[config.mk]
export PLATFORM = sky130hd
export DESIGN_NAME = register_file
export DESIGN_NICKNAME = d
export VERILOG_FILES = /design/src/rtl/register_file.sv
export SDC_FILE = /design/constraint.sdc
export NUM_CORES = 2
export LEC_CHECK = 0
export BUFFER_PORTS_ARGS = -buffer_cell sky130_fd_sc_hd__buf_4
export CAP_MARGIN = 15
export CORE_UTILIZATION = 25
export CTS_CLUSTER_DIAMETER = 120
export CTS_CLUSTER_SIZE = 8
export DETAILED_ROUTE_END_ITERATION = 7
export SYNTH_ARGS = -nofsm -noshare
export SYNTH_HDL_FRONTEND = slang
export SYNTH_SLANG_ARGS = --single-unit
[constraint.sdc]
create_clock -name clk -period 2.75 [get_ports clk]
set_clock_uncertainty 0.05 [all_clocks]
set_input_delay 0.55 -clock clk [delete_from_list [all_inputs] [get_ports clk]]
set_output_delay 0.55 -clock clk [all_outputs]
set_load 0.1 [all_outputs]
[src/rtl/register_file.sv]
// 32-entry RV64 integer register file: two combinational read ports, one synchronous write port, x0 fixed at zero.
// Optional same-cycle write-through forwarding on the read ports when REGFILE_WRITE_BYPASS_EN is defined.
module register_file #(
    parameter int DATA_WIDTH = 64,
    parameter int ADDR_WIDTH = 5
) (
    input  logic                  clk,
    input  logic                  rst,
    input  logic [ADDR_WIDTH-1:0] read_reg1,
    input  logic [ADDR_WIDTH-1:0] read_reg2,
    input  logic [ADDR_WIDTH-1:0] write_reg,
    input  logic [DATA_WIDTH-1:0] write_data,
    input  logic                  reg_write,
    output logic [DATA_WIDTH-1:0] read_data1,
    output logic [DATA_WIDTH-1:0] read_data2,
    output logic [DATA_WIDTH-1:0] reg_x1,
    output logic [DATA_WIDTH-1:0] reg_x2,
    output logic [DATA_WIDTH-1:0] reg_x3,
    output logic [DATA_WIDTH-1:0] reg_x4,
    output logic [DATA_WIDTH-1:0] reg_x5,
    output logic [DATA_WIDTH-1:0] reg_x6,
    output logic [DATA_WIDTH-1:0] reg_x7,
    output logic [DATA_WIDTH-1:0] reg_x8,
    output logic [DATA_WIDTH-1:0] reg_x9,
    output logic [DATA_WIDTH-1:0] reg_x10,
    output logic [DATA_WIDTH-1:0] reg_x11
);

    localparam int NUM_REGS = 2 ** ADDR_WIDTH;

    generate
        if (NUM_REGS < 12) begin : g_bad_addr_width
            $error("register_file: ADDR_WIDTH too small to hold x1..x11");
        end
    endgenerate

    // Zero initialiser keeps outputs defined before the first reset in simulation.
    logic [DATA_WIDTH-1:0] regs [NUM_REGS] = '{default: '0};

    logic write_en;
    assign write_en = reg_write && (write_reg != '0);

    always_ff @(posedge clk) begin
        if (rst) begin
            for (int i = 0; i < NUM_REGS; i++) begin
                regs[i] <= '0;
            end
        end else if (write_en) begin
            regs[write_reg] <= write_data;
        end
    end

    always_comb begin
        read_data1 = (read_reg1 == '0) ? '0 : regs[read_reg1];
        read_data2 = (read_reg2 == '0) ? '0 : regs[read_reg2];
`ifdef REGFILE_WRITE_BYPASS_EN
        // write_en already excludes x0, so forwarding can never make x0 non-zero.
        if (!rst && write_en && (read_reg1 == write_reg)) begin
            read_data1 = write_data;
        end
        if (!rst && write_en && (read_reg2 == write_reg)) begin
            read_data2 = write_data;
        end
`endif
    end

    assign reg_x1  = regs[1];
    assign reg_x2  = regs[2];
    assign reg_x3  = regs[3];
    assign reg_x4  = regs[4];
    assign reg_x5  = regs[5];
    assign reg_x6  = regs[6];
    assign reg_x7  = regs[7];
    assign reg_x8  = regs[8];
    assign reg_x9  = regs[9];
    assign reg_x10 = regs[10];
    assign reg_x11 = regs[11];

endmodule

==> metrics.md <==
| Metric | Value |
|---|---|
| CTS H-tree depth | `5` |
| Worst path required time | `2.15 ns` |
| Area contributors post-synth | `edfxtp_1 57%, mux4_2 19%, and2_1 11%` |
| Final WS setup | `-1.021 ns` |
| Combinational share of power | `24.9%` |
| Grt ovf | `0` |
| Initial antenna violation count | `59` |
| Placer Congestion | `0.9710` |
| Core Area | `0.4309 mm2` |
| Fin nets | `9115` |
| First-pass GRT wire length | `727700 um` |
| Switching share of power | `32.22%` |
| Placed Cells | `14080` |
| Biggest regs | `regs (2048)` |
| Reg clk slew, reported paths | `0.05 ns` |
| Area Growth Syn to Fin | `39.01%` |
| Pwr dens | `625.8 mW/mm2` |
| VDD IR-drop max | `0.4559 mV` |
| Max Buffers Root-to-Sink | `4` |
| Setup Viol. Count Final | `128` |
| Syn Area/Cell | `15.34 um2` |
| Distinct cells, synth | `43` |
| Non-filler cells, final | `14790` |
| Fin. Hold Viols | `0` |
| Lkg Pwr | `54.80 nW` |
| Post-synthesis sequential area ratio | `56.81%` |
| Drt drc | `3` |
| I/O pins | `914` |
| Die area | `0.4357 mm2` |
| Hold_sp | `write_data[43]` |
| Layout cell share with drive strength beyond 1 | `47.92%` |
| Cell count of the worst hold path | `2` |
| Final min period | `3.771 ns` |
| Most common flop cell mapped by yosys | `edfxtp_1` |
| RSZ-0062 raised after global routing | `yes` |
| Detailed-route vias per instance | `5.568` |
| Worst min path class | `in2reg` |
| Die H | `660.1 um` |
| FFs w/ async S/R, synth | `0%` |
| Top delay family on crit path | `compound AO/OA/AOI/OAI gates` |
| Status | `finished with violations` |
| Post-Place Cell Area | `0.1340 mm2` |
| Max Cap Viol | `0` |
| Num CTS Buffers | `298` |
| EDFF count, synth | `2048` |
| Hold buffers post-CTS | `0` |
| Hpwl dp | `386000 um` |
| CP Buf/Inv Count | `1` |
| Yosys warnings | `0` |
| WHS Endpoint | `regs[9][43]` |
| Max incr delay on CP | `0.87 ns` |
| Vias in the first global route | `79910` |
| Reg with most FFs | `regs` |
| TritonCTS clock tree | `done` |
| Routed via count | `82370` |
| Post-synthesis register bit count | `2048` |
| Arr. time, crit path | `3.17 ns` |
| Crit path top cell by count | `a2111oi_4` |
| Design Area, Final | `0.1505 mm2` |
| Die Wd | `660.1 um` |
| Crit path launch type | `flip-flop` |
| CTS Root Cell | `clkbuf_16` |
| Num rows | `241` |
| Max Slew Vio Count | `0` |
| Largest net degree at the start of global routing | `66` |
| Utilization after layout | `34.92%` |
| TritonCTS sink count | `2048` |
| Max reg flops | `2048` |
| CP max FO | `2` |
| Total GRT Usage | `24.48%` |
| Most instantiated library cell after synthesis | `edfxtp_1` |
| Synth area leader | `edfxtp_1` |
| Failing checks | `DRC, setup timing` |
| Router iterations before antenna repair | `8` |
| CP Class | `reg2out` |
| FMAX | `265.2 MHz` |
| Critical path's slowest cell | `a2111oi_4` |
| Mapped Area | `0.1083 mm2` |
| Least-Margin Pin Slew | `1.117 ns` |
| Post-synth top cells | `2048 x edfxtp_1, 1986 x and2_1, 906 x mux4_2` |
| PortBufs | `913` |
| Tcrit/Tclk final | `137.1%` |
| Placement Setup Slack | `-1.361 ns` |
| Routed Antenna Nets | `0` |
| DRT Wirelength | `556500 um` |
| Internal power | `63.83 mW` |
| Flop pwr share | `39.7%` |
| Clock power share | `35.4%` |
| Initial detailed-routing violation count | `12900` |
| Routed len/inst | `37.61 um` |
| Slew HR | `25.54%` |
| Initial Utilization | `25.12%` |
| Crit end category | `output port` |
| Crit path cell chain | `mux4_2, mux2i_4, nor2_4, a2111oi_4, a2111oi_4, buf_12` |
| Mapped Cells | `7055` |
| Sw power | `30.34 mW` |
| Post-synth top area share | `56.81%` |
## power by group through the flow
stage / sequential [mW] / clock (mW) / combinational, mW
6_report: 37.4 / 33.3 / 23.5
5_1_grt: 37.5 / 34.4 / 23.6
4_1_cts: 37.3 / 33.3 / 22.7
3_5_place_dp: 37.9 / 0 / 20.8
3_3_place_gp: 37.8 / 0 / 20.7
2_1_floorplan: 41.7 / 0 / 8.48
## worst max-delay path by stage
stage	start	end	slack [ns]	cells after the start
finish	regs[2][37]	read_data1[37]	-1.02	6
global route	regs[4][37]	read_data1[37]	-1.07	6
CTS	regs[2][37]	read_data1[37]	-0.97	6
detailed placement	read_reg1[0]	read_data1[42]	-1.36	11
global placement	read_reg1[1]	read_data1[47]	-1.98	10
floorplan	read_reg1[0]	read_data1[33]	-2.37	9
## per-layer routing
metal | vias to the layer above | global-route usage [%] | routed length (um)
li1 | 31130 | - | -
met1 | 43050 | 29.83 | 193700
met2 | 6758 | 37.18 | 244500
met3 | 1425 | 6.312 | 66900
met4 | 4 | 18.62 | 51360
met5 | - | 0 | 23
## repair_timing
action	4_1_cts	5_1_grt
buffers inserted	250	150
setup endpoints to repair	128	128
gates cloned	24	12
gates resized for setup	786	260
pin swaps	240	161
## cells by family (layout without fill, tap and decap cells)
group | after synthesis | in the layout | synth area share (%)
AND/OR/NAND/NOR | 2284 | 2284 | 12.80
flip-flops | 2048 | 2048 | 56.81
multiplexers | 1391 | 1391 | 23.47
buffers and inverters | 792 | 2730 | 3.169
AO/OA/AOI/OAI | 539 | 539 | 3.746
other | 1 | 92 | 0.003464
## cell usage in the layout, fill, tap and decap left out, drive strengths merged, types with 7 or more instances in the layout
master	count
a32oi	30
o21ai	10
a2111oi	12
a21oi	49
nand2b	7
and2	1986
o2111ai	30
buf	2388
mux4	906
a21o	42
or2	35
a22o	30
a22oi	74
mux2	122
conb	64
a221oi	58
nand3	22
and3	31
nor2b	15
edfxtp	2048
nor2	57
nor4	9
o211ai	30
nand2	108
o22ai	100
mux2i	363
a211oi	11
o221ai	54
inv	13
diode	28
clkbuf	320
## through the flow
step | setup TNS, ns | hold WS (ns) | power, mW
after floorplan | -27.31 | 0.6982 | 50.21
after global placement | -95.90 | 1.014 | 58.51
after detailed placement | -94.02 | 1.026 | 58.74
after CTS | -75.20 | 0.1032 | 93.32
after global routing | -80.21 | 0.1323 | 95.49
final | -78.29 | 0.1339 | 94.18
## cell type report
| class | instances | area (um2) |
|---|---|---|
| repair buffers | 2405 | 25540 |
| inverters | 2 | 10.01 |
| multi-input cells | 4278 | 48380 |
| flip-flops and latches | 2048 | 61500 |
| diodes | 28 | 70.07 |
| fillers | 40430 | 280400 |
| clock buffers | 309 | 7690 |
| clock inverters | 14 | 148.9 |
| well taps | 5710 | 7144 |
Power figures use the tool's default switching activity.
